<file path="src/rtl/sw_input_pkg.sv">
// Shared definitions for the switch-input producer: FSM state encoding and
// the default debounce length so the top level and its benches agree.
package sw_input_pkg;

    typedef enum logic [1:0] {
        IDLE    = 2'd0,
        PRESS   = 2'd1,
        HOLD    = 2'd2,
        RELEASE = 2'd3
    } sw_state_e;

    localparam int DEFAULT_DEBOUNCE_CYCLES = 1_000_000;
    localparam int DEFAULT_CNT_WIDTH       = 20;

endpackage

</file>
<file path="src/rtl/sync2.sv">
// Parameterised-width two-flop synchroniser for signals arriving
// asynchronously to clk; both stages reset to zero.
module sync2 #(
    parameter int WIDTH = 1
) (
    input  logic             clk,
    input  logic             rst_n,
    input  logic [WIDTH-1:0] d_i,
    output logic [WIDTH-1:0] q_o
);

    logic [WIDTH-1:0] meta_q;
    logic [WIDTH-1:0] sync_q;

    always_ff @(posedge clk or negedge rst_n) begin
        if (!rst_n) begin
            meta_q <= '0;
            sync_q <= '0;
        end else begin
            meta_q <= d_i;
            sync_q <= meta_q;
        end
    end

    assign q_o = sync_q;

endmodule

</file>
<file path="src/rtl/sw_input.sv">
// Debounced switch-input producer: each debounced commit press latches one
// switch word and offers it to the CPU input port over valid/ready.
module sw_input
    import sw_input_pkg::*;
#(
    parameter int WIDTH           = 4,
    parameter int DEBOUNCE_CYCLES = DEFAULT_DEBOUNCE_CYCLES,
    parameter int CNT_WIDTH       = DEFAULT_CNT_WIDTH
) (
    input  logic             clk,
    input  logic             rst_n,
    input  logic [WIDTH-1:0] sw_raw,
    input  logic             commit_raw,
    input  logic             ready,
    output logic [WIDTH-1:0] data,
    output logic             valid,
    output logic             busy
);

    localparam logic [CNT_WIDTH-1:0] CNT_MAX  = CNT_WIDTH'(DEBOUNCE_CYCLES);
    localparam logic [CNT_WIDTH-1:0] CNT_LAST = CNT_WIDTH'(DEBOUNCE_CYCLES - 1);

    if (DEBOUNCE_CYCLES < 2) begin : g_bad_debounce
        $error("sw_input: DEBOUNCE_CYCLES must be at least 2");
    end

    logic [WIDTH-1:0]     sw_s;
    logic                 commit_s;
    logic                 commit_prev_q;
    logic [CNT_WIDTH-1:0] cnt_q, cnt_d;
    sw_state_e            state_q, state_d;
    logic [WIDTH-1:0]     data_q, data_d;
    logic                 valid_q, valid_d;
    logic                 changed;
    logic                 stable;

    sync2 #(.WIDTH(WIDTH)) u_sync_sw (
        .clk   (clk),
        .rst_n (rst_n),
        .d_i   (sw_raw),
        .q_o   (sw_s)
    );

    sync2 #(.WIDTH(1)) u_sync_commit (
        .clk   (clk),
        .rst_n (rst_n),
        .d_i   (commit_raw),
        .q_o   (commit_s)
    );

    assign changed = (commit_s != commit_prev_q);
    assign stable  = !changed && (cnt_q == CNT_LAST);

    always_comb begin
        state_d = state_q;
        data_d  = data_q;
        valid_d = valid_q;
        unique case (state_q)
            IDLE: begin
                if (commit_s) state_d = PRESS;
            end
            PRESS: begin
                if (!commit_s) begin
                    state_d = IDLE;
                end else if (stable) begin
                    state_d = HOLD;
                    data_d  = sw_s;
                    valid_d = 1'b1;
                end
            end
            HOLD: begin
                if (ready) begin
                    state_d = RELEASE;
                    valid_d = 1'b0;
                end
            end
            RELEASE: begin
                // A re-press only clears the counter; no path back to HOLD.
                if (!commit_s && stable) state_d = IDLE;
            end
            default: state_d = IDLE;
        endcase
    end

    always_comb begin
        cnt_d = cnt_q;
        if (changed || (state_d != state_q)) begin
            cnt_d = '0;
        end else if (cnt_q != CNT_MAX) begin
            cnt_d = cnt_q + CNT_WIDTH'(1);
        end
    end

    always_ff @(posedge clk or negedge rst_n) begin
        if (!rst_n) begin
            state_q       <= IDLE;
            cnt_q         <= '0;
            data_q        <= '0;
            valid_q       <= 1'b0;
            commit_prev_q <= 1'b0;
        end else begin
            state_q       <= state_d;
            cnt_q         <= cnt_d;
            data_q        <= data_d;
            valid_q       <= valid_d;
            commit_prev_q <= commit_s;
        end
    end

    assign data  = data_q;
    assign valid = valid_q;
    assign busy  = (state_q != IDLE);

endmodule

</file>
<file path="config.mk">
export PLATFORM = sky130hd
export DESIGN_NAME = sw_input
export DESIGN_NICKNAME = d
export VERILOG_FILES = /design/src/rtl/sw_input_pkg.sv /design/src/rtl/sync2.sv /design/src/rtl/sw_input.sv
export SDC_FILE = /design/constraint.sdc
export NUM_CORES = 1
export LEC_CHECK = 0
export CAP_MARGIN = 20
export CELL_PAD_IN_SITES_DETAIL_PLACEMENT = 1
export CELL_PAD_IN_SITES_GLOBAL_PLACEMENT = 1
export CORE_AREA = 3 3 63 65
export CTS_BUF_LIST = sky130_fd_sc_hd__clkbuf_4
export CTS_CLUSTER_SIZE = 25
export DETAILED_ROUTE_END_ITERATION = 16
export DIE_AREA = 0 0 66 68
export GPL_TIMING_DRIVEN = 0
export PLACE_DENSITY_LB_ADDON = 0.1
export SLEW_MARGIN = 20
export SYNTH_ARGS = -nofsm -noshare
export SYNTH_HDL_FRONTEND = slang
export SYNTH_HIERARCHICAL = 1
export SYNTH_SLANG_ARGS = --single-unit
export TNS_END_PERCENT = 10
</file>
<file path="constraint.sdc">
create_clock -name clk -period 3.42 [get_ports clk]
set_input_delay 0.342 -clock clk [delete_from_list [all_inputs] [get_ports clk]]
set_output_delay 0.342 -clock clk [all_outputs]
set_load 0.01 [all_outputs]
</file>
==> metrics.md, run 1 <==
| Metric | Value |
|---|---|
| Status | `complete, no violations` |
| Post-DR vias/cell | `5.80` |
| Fmax | `399 MHz` |
| Fraction of layout cells with a size suffix above 1 | `11.5%` |
| CP cell instances | `or4_1, or4_1, buf_2, nor3_4, mux2_2` |
| Slew headroom | `65.8%` |
| Crit-path slowest cell | `or4_1` |
| Reg2reg start | `cnt_q[7]` |
| DIE AREA | `4490 um2` |
| RSZ-0062 raised after global routing | `false` |
| EDFF count, synth | `0` |
| Final GP Congestion | `0.823` |
| Core ar. | `3390 um2` |
| Vias after detailed routing | `1329` |
| VDD IR-drop max | `0.232 mV` |
| Worst r2r dst | `data[2]` |
| HP Class | `reg2reg` |
| Fin crit share | `73.3%` |
| Largest net degree at the start of global routing | `28` |
| Max Cap Viol | `0` |
| Post-CTS setup buffer count | `0` |
| GRT Total Usage | `20.2%` |
| Final Max Slew Viols | `0` |
| Critical Path Fanout Max | `7` |
| Yosys cell types | `37` |
| Num CTS Buffers | `5` |
| Buf/Inv on CP | `1` |
| Synth Instances | `161` |
| Hold Buf Count CTS | `1` |
| Worst setup endpoint | `data[2]` |
| Worst-Margin Slew | `0.513 ns` |
| Most numerous cell on the critical path | `or4_1` |
| R2R Setup Slk | `0.91 ns` |
| R2R depth | `5` |
| CP delay by family, top | `simple AND/OR/NAND/NOR gates` |
| Slowest cell delay on critical path | `0.55 ns` |
| Syn_nets | `171` |
| # rows | `21` |
| Clk sink count | `38` |
| Global-route wire length before repair | `6.77 mm` |
| CP Depth | `5` |
| PostCTS Resize Cnt | `0` |
| Top_reg_cell synth | `dfrtp_1` |
| Fin Setup TNS | `0 ns` |
| Post-route ant nets | `0` |
| Synthesized area per cell | `10.9 um2` |
| Bufs on Longest Clock Path | `2` |
| IO Pins | `14` |
| Avg WL per Cell | `17.5 um` |
| Pwr dens | `359 nW/um2` |
| Ant. Diodes | `0` |
| Clk pin slew, worst setup/hold paths | `0.12 ns` |
| WP data arrival | `2.73 ns` |
| Routed WL | `4.01 mm` |
| Total gr overflow | `0` |
| Final Hold Vio Count | `0` |
| H-tree levels | `2` |
| Placement Cell Area | `1950 um2` |
| Critical Path Source Type | `flop` |
| Initial DRC Count | `83` |
| Worst skew pair latency | `0.34 ns` |
| Post-synth ARST share | `100%` |
| Fin nets | `193` |
| Sequential fraction of the synthesis area | `54.3%` |
| Post-DP HPWL | `2.93 mm` |
| Post-route cell area | `2010 um2` |
| Worst clock skew | `0.0179 ns` |
| Core Util, Final | `59.3%` |
| Layout area overhead | `14.9%` |
| Final setup vio count | `0` |
| CP endpoint kind | `flop` |
| Vias in the first global route | `1459` |
| CTS tree | `built` |
| Chip width | `66 um` |
| Initial antenna violation count | `0` |
| DIE HEIGHT | `68 um` |
| Initial core utilization | `51.6%` |
| Seq cells post-synth | `38` |
| Post-layout min period | `2.51 ns` |
| CP required | `3.64 ns` |
| Syn Std Cell Area | `1750 um2` |
| CP Class | `reg2reg` |
| Port Buffers | `13` |
| DRC | `0` |
| Crit path launch | `cnt_q[7]` |
| Yosys warnings | `6` |
| Detailed Routing Iterations Pass 1 | `4` |
| Leakage power | `0.792 nW` |
| Root Buffer | `clkbuf_4` |
[through the flow]
step	setup WS [ns]	std cells	total power [mW]	hold slack (ns)
after global routing	0.867	229	0.753	0.364
after global placement	0.961	220	0.507	0.333
after detailed placement	0.955	221	0.513	0.244
final	0.914	229	0.722	0.344
after CTS	0.926	229	0.730	0.352
after floorplan	1.12	161	0.485	0.0464
[logic make-up (layout without fill, tap and decap cells)]
family | count (synthesis) | count (layout) | synth area share, %
AO/OA/AOI/OAI | 33 | 33 | 11.4
XOR/XNOR | 14 | 14 | 7.01
adder cells (fa/ha/maj) | 2 | 2 | 1.43
multiplexers | 5 | 5 | 3.22
AND/OR/NAND/NOR | 57 | 57 | 19.9
flip-flops | 38 | 38 | 54.3
buffers and inverters | 12 | 34 | 2.79
[placed cells by master (no fill, tap or decap), drive strengths merged, types with 2 or more instances in the layout]
master,synthesis,routed
or4,3,3
xnor2,9,9
o21ai,6,6
clkinv,0,2
buf,3,5
or3,3,3
inv,5,5
nand2b,3,3
nor2b,2,2
nor3,6,6
nand2,7,7
and4,2,2
a21oi,14,14
nand4,6,6
nand3,10,10
mux2,5,5
xor2,5,5
clkbuf,4,9
nor4,5,5
a22oi,6,6
and3,2,2
ha,2,2
or2,2,2
dfrtp,38,38
clkdlybuf4s50,0,12
[synth_stat cells (2+ instances only)]
cell,count,share of area (%)
nand2b_1,3,1.1
and3_1,2,0.71
clkbuf_1,4,0.86
nand2_1,7,1.5
mux2_2,5,3.2
nand4_1,6,2.1
a22oi_1,6,2.6
dfrtp_1,38,54
nor4_1,5,1.8
o21ai_0,6,1.7
inv_1,5,1.1
or2_2,2,0.71
buf_2,3,0.86
or3_1,3,1.1
nor3_1,5,1.4
nor2b_1,2,0.71
or4_1,3,1.3
xor2_1,5,2.5
ha_1,2,1.4
a21oi_1,14,4.0
nand3_1,10,2.9
and4_1,2,1.0
xnor2_1,9,4.5
[per-layer routing]
metal	part of all wire (%)	vias to the layer above	global-route usage [%]	wire, um
met5	0	-	0	0
li1	-	633	-	-
met1	45	676	22.8	1810
met4	1.6	0	7.61	65
met2	51	14	37.8	2050
met3	2.3	6	4.11	92
[flip-flops by register name, summed over array words and instances, names as in the netlist]
| signal | flops |
|---|---|
| cnt_q | 20 |
| data | 4 |
| u_sync_sw/meta_q | 4 |
| u_sync_sw/q_o | 4 |
| state_q | 2 |
| commit_prev_q | 1 |
| u_sync_commit/meta_q | 1 |
| u_sync_commit/q_o | 1 |
| valid | 1 |
[worst register-to-register path: cells and delay by family (launching register included)]
kind                   cells  cell delay [ns]
DFF                        1             0.44
buffers and inverters      1             0.18
muxes                      1             0.38
and+or+nand+nor            3             1.38
[worst min-delay path by stage]
stage / from / to / slack (ns) / cells after the start
2_1_floorplan: rst_n / cnt_q[0] / 0.05 / 0
3_3_place_gp: u_sync_commit/meta_q / u_sync_commit/q_o / 0.33 / 0
3_5_place_dp: rst_n / state_q[1] / 0.24 / 1
4_1_cts: u_sync_commit/meta_q / u_sync_commit/q_o / 0.35 / 0
5_1_grt: u_sync_commit/meta_q / u_sync_commit/q_o / 0.36 / 0
6_report: u_sync_commit/meta_q / u_sync_commit/q_o / 0.34 / 0
[area by class of cell]
| type | instances | area, um2 |
|---|---|---|
| plain buffers | 7 | 30.0 |
| clock buffers | 5 | 37.5 |
| clock inverters | 2 | 10.0 |
| fillers | 357 | 1380 |
| inverters | 5 | 18.8 |
| multi-input cells | 111 | 751 |
| flip-flops and latches | 38 | 951 |
| well taps | 46 | 57.6 |
| repair buffers | 15 | 155 |
[power breakdown]
| group | internal, mW | switching, mW | total [mW] |
|---|---|---|---|
| Combinational | 0.0170 | 0.0232 | 0.0401 |
| Clock | 0.0740 | 0.143 | 0.217 |
| Sequential | 0.458 | 0.00761 | 0.465 |
Note: power is estimated with default switching activity, not from simulation.
==> run 2: changes to the inputs <==
--- a/config.mk
+++ b/config.mk
@@ -8,11 +8,11 @@
 export CAP_MARGIN = 20
 export CELL_PAD_IN_SITES_DETAIL_PLACEMENT = 1
 export CELL_PAD_IN_SITES_GLOBAL_PLACEMENT = 1
-export CORE_AREA = 3 3 63 65
+export CORE_AREA = 3 3 66 68
 export CTS_BUF_LIST = sky130_fd_sc_hd__clkbuf_4
 export CTS_CLUSTER_SIZE = 25
 export DETAILED_ROUTE_END_ITERATION = 16
-export DIE_AREA = 0 0 66 68
+export DIE_AREA = 0 0 69 71
 export GPL_TIMING_DRIVEN = 0
 export PLACE_DENSITY_LB_ADDON = 0.1
 export SLEW_MARGIN = 20
==> constraint.sdc (replaced) <==
create_clock -name clk -period 2.39 [get_ports clk]
set_input_delay 0.239 -clock clk [delete_from_list [all_inputs] [get_ports clk]]
set_output_delay 0.239 -clock clk [all_outputs]
set_load 0.01 [all_outputs]
==> run 2 against run 1 <==
Compared with the run above:
- clock power rose by 110%
- clock-buffer cell count did not move
- non-clock buffer count rose by 7
- die area rose by 9.2%
- sequential cell count did not move
- first-iteration DRC count fell by 24%
- cell count rose by 5.2%
- core utilization fell by 4.3 points
- routed wire length barely moved
- highest routed layer unchanged
- setup slack got worse by 0.91 ns
- largest cell class unchanged
- maximum frequency rose by 5.1%
==> metrics.md, run 2 (same netlist as run 1, synthesis figures left out) <==
| Metric | Value |
|---|---|
| Status | `complete, no violations` |
| WP data arrival | `2.64 ns` |
| Int Pwr | `901 uW` |
| Fraction of layout cells with a size suffix above 1 | `17.8%` |
| Layout area overhead | `23.1%` |
| Detailed Routing Iterations Pass 1 | `4` |
| Sequential Power Share | `56.8%` |
| Chip width | `69 um` |
| CP delay by family, top | `simple AND/OR/NAND/NOR gates` |
| Largest net degree at the start of global routing | `25` |
| H-tree levels | `2` |
| Sw frac | `23.1%` |
| Root Buffer | `clkbuf_4` |
| Final setup vio count | `0` |
| DIE HEIGHT | `71 um` |
| CP required | `2.64 ns` |
| Vias in the first global route | `1424` |
| Leakage power | `0.848 nW` |
| IO Pins | `14` |
| Bufs on Longest Clock Path | `2` |
| Clk pin slew, worst setup/hold paths | `0.12 ns` |
| Combinational fraction of design power | `5.2%` |
| Placement Cell Area | `1970 um2` |
| CP endpoint kind | `flop` |
| Total gr overflow | `0` |
| RSZ-0062 raised after global routing | `true` |
| Vias after detailed routing | `1396` |
| Worst r2r dst | `data[0]` |
| R2R depth | `6` |
| Commonest non-fill, non-tap cell in the layout | `dfrtp_1` |
| Largest reg by FF count | `cnt_q` |
| Max Cap Viol | `0` |
| VDD IR-drop max | `0.365 mV` |
| CP Depth | `6` |
| Port Buffers | `13` |
| Worst setup endpoint | `data[0]` |
| Fin Setup TNS | `0 ns` |
| Most frequent cells in the layout | `38 x dfrtp_1, 14 x a21oi_1, 12 x clkdlybuf4s50_1, 10 x nand3_1, 9 x xnor2_1` |
| CTS tree | `built` |
| Final Hold Vio Count | `0` |
| Pwr dens | `544 nW/um2` |
| Global-route wire length before repair | `7.02 mm` |
| Critical Path Fanout Max | `7` |
| Routed WL | `4.02 mm` |
| Critical Path Source Type | `flop` |
| Fin crit share | `99.8%` |
| Clk sink count | `38` |
| CP Class | `reg2reg` |
| Avg WL per Cell | `16.7 um` |
| DRC | `0` |
| Final Max Slew Viols | `0` |
| Initial DRC Count | `63` |
| Num CTS Buffers | `5` |
| Buf/Inv on CP | `2` |
| Slew headroom | `69.1%` |
| NetSw | `270 uW` |
| Final GP Congestion | `0.850` |
| Fin nets | `200` |
| Crit path launch | `cnt_q[13]` |
| GRT Total Usage | `18.0%` |
| Post-DR vias/cell | `5.79` |
| Post-layout min period | `2.38 ns` |
| # rows | `23` |
| Max reg flops | `20` |
| Post-route ant nets | `0` |
| HP Class | `in2reg` |
| Fmax | `419 MHz` |
| Worst skew pair latency | `0.35 ns` |
| DIE AREA | `4900 um2` |
| Post-route cell area | `2150 um2` |
| Reg2reg start | `cnt_q[13]` |
| Core ar. | `3910 um2` |
| Worst-Margin Slew | `0.464 ns` |
| R2R Setup Slk | `0.005 ns` |
| Post-DP HPWL | `2.79 mm` |
| Clock power share | `38.0%` |
| CP cell instances | `or4_4, or4_4, buf_6, nor3_4, buf_6, mux2_2` |
| Crit-path slowest cell | `or4_4` |
| Initial core utilization | `44.7%` |
| Worst clock skew | `0.00609 ns` |
| Slowest cell delay on critical path | `0.54 ns` |
| Initial antenna violation count | `0` |
| Ant. Diodes | `0` |
run 2: worst min path at each step:
stage / from / endpoint / slack [ns] / depth (start not counted)
finish: sw_raw[2] / u_sync_sw/meta_q[2] / 0.31 / 1
detailed placement: rst_n / state_q[0] / 0.18 / 1
CTS: sw_raw[2] / u_sync_sw/meta_q[2] / 0.29 / 1
floorplan: rst_n / cnt_q[0] / -0.06 / 0
global route: sw_raw[3] / u_sync_sw/meta_q[3] / 0.29 / 1
global placement: u_sync_commit/meta_q / u_sync_commit/q_o / 0.33 / 0
run 2: routing by layer:
layer | wire length (um) | up-vias | global-route usage [%]
met2 | 1950 | 16 | 28.6
met4 | 84 | 0 | 6.07
met5 | 0 | - | 0
met3 | 111 | 8 | 4.83
met1 | 1870 | 720 | 23.9
li1 | - | 652 | -
run 2: timing repair:
item                                   4_1_cts  5_1_grt
gates cloned                                 0        1
pin swaps                                    1        3
setup endpoints to repair                   24       24
hold buffers                                 1        0
buffers inserted                             3        3
endpoints found under the hold margin       14        0
gates resized for setup                      2       12
run 2: power by group through the flow:
| stage | Sequential [mW] | Clock, mW | Combinational [mW] |
|---|---|---|---|
| CTS | 0.665 | 0.461 | 0.0600 |
| detailed placement | 0.677 | 0 | 0.0576 |
| global placement | 0.676 | 0 | 0.0507 |
| finish | 0.665 | 0.445 | 0.0606 |
| global route | 0.667 | 0.489 | 0.0676 |
| floorplan | 0.674 | 0 | 0.0202 |
run 2: through the flow:
| stage | util, % | power, mW | setup WS (ns) | hold slack (ns) | instances |
|---|---|---|---|---|---|
| 2_1_floorplan | - | 0.694 | 0.0909 | -0.0566 | 161 |
| 3_3_place_gp | 49.6 | 0.727 | -0.106 | 0.334 | 224 |
| 5_1_grt | 55.1 | 1.22 | -0.0327 | 0.289 | 241 |
| 6_report | 55.1 | 1.17 | 0.00503 | 0.309 | 241 |
| 4_1_cts | 53.3 | 1.19 | 0.0103 | 0.293 | 237 |
| 3_5_place_dp | 50.2 | 0.735 | -0.0939 | 0.185 | 225 |
run 2: area by class of cell:
cell class / count / area [um2]
clock inverter: 3 / 45.0
multi-input combinational: 111 / 782
fill: 453 / 1760
sequential: 38 / 951
clock buffer: 5 / 37.5
tap: 50 / 62.6
buffer: 7 / 41.3
timing repair buffer: 22 / 216
inverter: 5 / 18.8
run 2: worst register-to-register path, delay by kind of cell (launching register included):
kind | cells | cell delay, ns
buffers and inverters | 2 | 0.30
DFF | 1 | 0.40
muxes | 1 | 0.33
and+or+nand+nor | 3 | 1.25
==> run 3: changes to the inputs <==
--- a/config.mk
+++ b/config.mk
@@ -8,13 +8,13 @@
 export CAP_MARGIN = 20
 export CELL_PAD_IN_SITES_DETAIL_PLACEMENT = 1
 export CELL_PAD_IN_SITES_GLOBAL_PLACEMENT = 1
-export CORE_AREA = 3 3 66 68
+export CORE_AREA = 3 3 60 73
 export CTS_BUF_LIST = sky130_fd_sc_hd__clkbuf_4
 export CTS_CLUSTER_SIZE = 25
 export DETAILED_ROUTE_END_ITERATION = 16
-export DIE_AREA = 0 0 69 71
+export DIE_AREA = 0 0 63 76
 export GPL_TIMING_DRIVEN = 0
-export PLACE_DENSITY_LB_ADDON = 0.1
+export PLACE_DENSITY_LB_ADDON = 0.05
 export SLEW_MARGIN = 20
 export SYNTH_ARGS = -nofsm -noshare
 export SYNTH_HDL_FRONTEND = slang
==> run 3 against run 2 <==
Compared with the run above:
- the run now ends with negative setup slack left
- cell count grew 0.83%
- clock skew grew 0.014 ns
- global-route usage grew 1.7 points
- cell area grew 1.3%
- critical path depth is the same
- combinational power shrank 2%
- setup slack lost 0.051 ns
- maximum frequency shrank 2.1%
- sequential cell count is the same
- die area shrank 2.3%
- power grew 10%
- largest power group unchanged
- highest routed layer unchanged
==> metrics.md, run 3 (same netlist as run 1, synthesis figures left out) <==
| Metric | Value |
|---|---|
| Post-DP HPWL | `2.84 mm` |
| Initial antenna violation count | `0` |
| Post-DR vias/cell | `5.77` |
| Max Cap Viol | `0` |
| VDD IR-drop max | `0.473 mV` |
| Clk pin slew, worst setup/hold paths | `0.14 ns` |
| WP data arrival | `2.69 ns` |
| Routed WL | `4.52 mm` |
| Worst skew pair latency | `0.37 ns` |
| Fraction of layout cells with a size suffix above 1 | `17.3%` |
| H-tree levels | `2` |
| Core Util, Final | `59.1%` |
| Clk sink count | `38` |
| Critical Path Fanout Max | `6` |
| Commonest non-fill, non-tap cell in the layout | `dfrtp_1` |
| Layout area overhead | `24.7%` |
| Fillers | `390` |
| Largest reg by FF count | `cnt_q` |
| Multi-input combinational cell area | `779 um2` |
| Worst-Margin Slew | `0.536 ns` |
| Bufs on Longest Clock Path | `2` |
| Final Hold Vio Count | `0` |
| Most frequent cells in the layout | `37 x dfrtp_1, 14 x a21oi_1, 12 x clkdlybuf4s50_1, 10 x nand3_1, 9 x xnor2_1` |
| DIE AREA | `4790 um2` |
| GRT Total Usage | `19.7%` |
| Num CTS Buffers | `5` |
| Final GP Congestion | `0.804` |
| CP Class | `reg2reg` |
| CTS tree | `built` |
| Pwr dens | `593 nW/um2` |
| RSZ-0062 raised after global routing | `true` |
| Vias after detailed routing | `1402` |
| HP Class | `in2async` |
| Post-layout min period | `2.44 ns` |
| DRC | `0` |
| Leakage power | `0.865 nW` |
| DIE HEIGHT | `76 um` |
| Failing checks | `negative setup slack` |
| Post-route ant nets | `0` |
| Largest net degree at the start of global routing | `31` |
| Fmax | `411 MHz` |
| Ant. Diodes | `0` |
| Avg WL per Cell | `18.6 um` |
| Detailed Routing Iterations Pass 1 | `4` |
| Root Buffer | `clkbuf_4` |
| Register area | `952 um2` |
| Initial core utilization | `47.4%` |
| Total gr overflow | `0` |
| Global-route wire length before repair | `7.44 mm` |
| Final WS setup | `-0.0456 ns` |
| IO Pins | `14` |
| Final setup vio count | `4` |
| Fin Setup TNS | `-0.150 ns` |
| Vias in the first global route | `1539` |
| # rows | `24` |
| CP required | `2.65 ns` |
| Chip width | `63 um` |
| Max reg flops | `20` |
| Core ar. | `3690 um2` |
| Critical Path Source Type | `flop` |
| Slew headroom | `63.9%` |
| Fin crit share | `102%` |
| Final Max Slew Viols | `0` |
| Worst clock skew | `0.0204 ns` |
| Initial DRC Count | `103` |
| Port Buffers | `13` |
| CP endpoint kind | `flop` |
| Fin nets | `200` |
| Status | `finished with violations` |
## run 3: cell count changes in the layout (fill, tap and decap cells not counted), sizes merged
cell,before,now
clkinvlp,2,0
clkinv,0,1
bufinv,1,2
## run 3: path summary, 6_finish.rpt
| path | from | endpoint | slack, ns | depth (start not counted) |
|---|---|---|---|---|
| setup reg to reg | cnt_q[7] | data[2] | -0.05 | 6 |
| hold / removal | rst_n | cnt_q[1] | 0.26 | 2 |
| max in group asynchronous | rst_n | cnt_q[12] | 1.70 | 3 |
| hold reg to reg | u_sync_sw/meta_q[0] | u_sync_sw/q_o[0] | 0.36 | 0 |
| setup / recovery | cnt_q[7] | data[2] | -0.05 | 6 |
| min in group clk | sw_raw[2] | u_sync_sw/meta_q[2] | 0.30 | 1 |
## run 3: final cells by class
| type | instances | share of cell area [%] |
|---|---|---|
| repair buffers | 22 | 9.86 |
| plain buffers | 7 | 2.06 |
| multi-input cells | 111 | 35.7 |
| clock buffers | 5 | 1.72 |
| flip-flops and latches | 38 | 43.6 |
| well taps | 52 | 2.98 |
| clock inverters | 3 | 3.15 |
| inverters | 5 | 0.860 |
## run 3: worst max-delay path, cell delays in order, from the launching register on
cell and delay (ns):
dfrtp_1 0.41, or4_4 0.55, or4_4 0.53, buf_6 0.16, nor3_4 0.22, buf_6 0.15
mux2_4 0.30
## run 3: power breakdown
part | total, mW | internal [mW] | switching, mW
logic | 0.0593 | 0.0262 | 0.0330
clock network | 0.567 | 0.327 | 0.240
registers | 0.666 | 0.655 | 0.0116
## run 3: layer usage
metal | vias up | share of wire [%] | track usage [%]
met4 | 0 | 3.1 | 11.5
met1 | 703 | 42 | 24.6
met3 | 13 | 2.9 | 3.10
met5 | - | 0 | 0
li1 | 650 | - | -
met2 | 36 | 52 | 32.0
## run 3: repair_timing
item / CTS / global route
pin swaps: 1 / 1
resized for setup: 4 / 13
setup endpoints to repair: 24 / 25
hold endpoints to repair: 35 / 0
hold buffers: 1 / 0
gates cloned: 0 / 1
setup buffers: 3 / 3
## run 3: metrics by stage
stage / power [mW] / instances / instance area [um2] / setup WS, ns / hold WS [ns]
after global placement: 0.726 / 226 / 1950 / -0.0778 / 0.336
after floorplan: 0.694 / 161 / 1750 / 0.0909 / -0.0566
final: 1.29 / 243 / 2180 / -0.0456 / 0.260
after detailed placement: 0.733 / 227 / 1960 / -0.126 / 0.121
after global routing: 1.34 / 243 / 2180 / -0.0768 / 0.270
after CTS: 1.30 / 239 / 2110 / -0.00227 / 0.253
==> variant: new RTL, config.mk and constraints of run 1 <==
The parameter `WIDTH` goes from 4 to 5.
--- a/src/rtl/sw_input.sv
+++ b/src/rtl/sw_input.sv
@@ -3,7 +3,7 @@
 module sw_input
     import sw_input_pkg::*;
 #(
-    parameter int WIDTH           = 4,
+    parameter int WIDTH           = 5,
     parameter int DEBOUNCE_CYCLES = DEFAULT_DEBOUNCE_CYCLES,
     parameter int CNT_WIDTH       = DEFAULT_CNT_WIDTH
 ) (
Interface: changed (resized data and sw_raw); port bits go from 14 to 16. The function was not compared with the original's and may differ.
==> variant against run 1 <==
Synthesized area is 4.2% higher. Critical path depth stayed put. Combinational power is 30% higher. Final cell count is 3.9% higher. Utilization is 4.4 points higher. Clock power is 77% higher. Sequential cell count is 3 higher. Sequential share of layout area is 0.22 points higher. Routed wire length is 11% higher. Total power is 30% higher. Worst setup slack worse by 210 ps. Cell area is 7.4% higher.
==> variant: results (changes against run 1) <==
[setup_path]
reg2reg_to=data[0]$_DFFE_PN0P_
crit_family=simple AND/OR/NAND/NOR gates
startpoint=cnt_q[7]$_DFFE_PN0P_
end_kind=flop
slowest_delay_ps=560
arrival_ps=2960  ; +230 ps
reg2reg_depth=5  ; unchanged
cp_max_fo=6  ; -1
r2r-start=cnt_q[7]$_DFFE_PN0P_

[worst_hold_path]
hold_path_startpoint=u_sync_commit/meta_q$_DFF_PN0_
hold_depth=0  ; unchanged
holdPathEnd=u_sync_commit/q_o$_DFF_PN0_

[clocking]
cts_root_buf=clkbuf_4
cts_buffers=5  ; unchanged
htree_levels=2  ; unchanged
post_cts_buffers=0  ; unchanged
cts_resized=0  ; unchanged
cts.clk_slew.worst_paths_ps=120  ; about the same
cts_buffer_depth=2  ; unchanged
clk_latency_ps=350

[power_and_ir_drop]
switching_share_pct=21.00  ; -3.0 points
ir_worst_vdd_mv=0.3405  ; +47%
p_leak_nw=0.8611  ; +8.8%
seqPwrFrac_pct=53.5  ; -11 points
powerSeq_uw=503  ; +8.2%

[timing]
hold_ws_ps=363.0  ; +19.04 ps
finalClockSkew_ps=10.73  ; -7.169 ps
fmax_ghz=0.3685  ; -7.7%
slew_headroom_pct=55.96  ; -9.9 points

[finish]
max_flop_register=cnt_q
antennaDiodeCount=0  ; unchanged
drive_gt1_share_pct=10.94  ; -0.54 points
fin_cells=238  ; +3.9%
fillCellCount=353  ; -1.1%
nets=202  ; +4.7%

[placed_design]
dp_hpwl_um=3121  ; +6.5%
dp_cells=229  ; +3.6%
place.gp.congestion=0.8640  ; +5.0%
portBuffers=15  ; +2
dp_slack_ps=714.7  ; -240.1 ps
place_area_sq_um=2047  ; +4.8%

[synthesis]
ys_seq_area_share_pct=56.24  ; +1.9 points
postSynthCellCount=167  ; +3.7%
syn_nets=178  ; +4.1%
yosys-top-cells-area=dfrtp_1 (56%), xnor2_1 (4.3%), mux2_2 (3.7%)
synth.distinct_cells=35  ; -5.4%
synth_warnings=6  ; unchanged
yosys-top-cells-count=dfrtp_1 (41), nand3_1 (12), nor2_1 (11)
synthArstFlopShare_pct=100.0  ; unchanged

[grt]
antenna_found_initial=0  ; unchanged
track_usage_pct=22.39  ; +2.2 points
grt_pass1_vias=1566  ; +7.3%
grt_max_degree=30  ; +7.1%
grt_pass1_wl_um=7272  ; +7.4%

[route]
wl_um=4447  ; +11%
dr.pass1.iters=4  ; unchanged
drt_iter0_drc=74  ; -11%
via_per_inst=6.008  ; +3.5%

[outcome]
status=completed

[variant: layout make-up]
cell class | count | area [sq um] | area share, %
flip-flops and latches | 41 | 1026 | 47.51
clock inverters | 3 | 65.06 | 3.013
plain buffers | 6 | 23.77 | 1.101
clock buffers | 5 | 37.54 | 1.738
well taps | 46 | 57.56 | 2.665
inverters | 5 | 18.77 | 0.8691
repair buffers | 17 | 175.2 | 8.111
multi-input cells | 115 | 755.7 | 34.99
[variant: routing by layer]
layer  global-route usage [%]  vias to the layer above  part of all wire [%]
met5                        0                        -                     0
met4                    11.93                        0                   2.5
met3                    5.255                       11                   3.7
met2                    40.43                       40                    53
met1                    24.47                      726                    41
li1                         -                      653                     -
[variant: cells by family after synthesis]
logic type	after synthesis	share of synthesized area, %
AO/OA/AOI/OAI	24	7.819
XOR/XNOR	13	6.241
adder cells (fa/ha/maj)	2	1.372
buffers and inverters	11	2.332
flip-flops	41	56.24
multiplexers	6	3.703
AND/OR/NAND/NOR	70	22.29
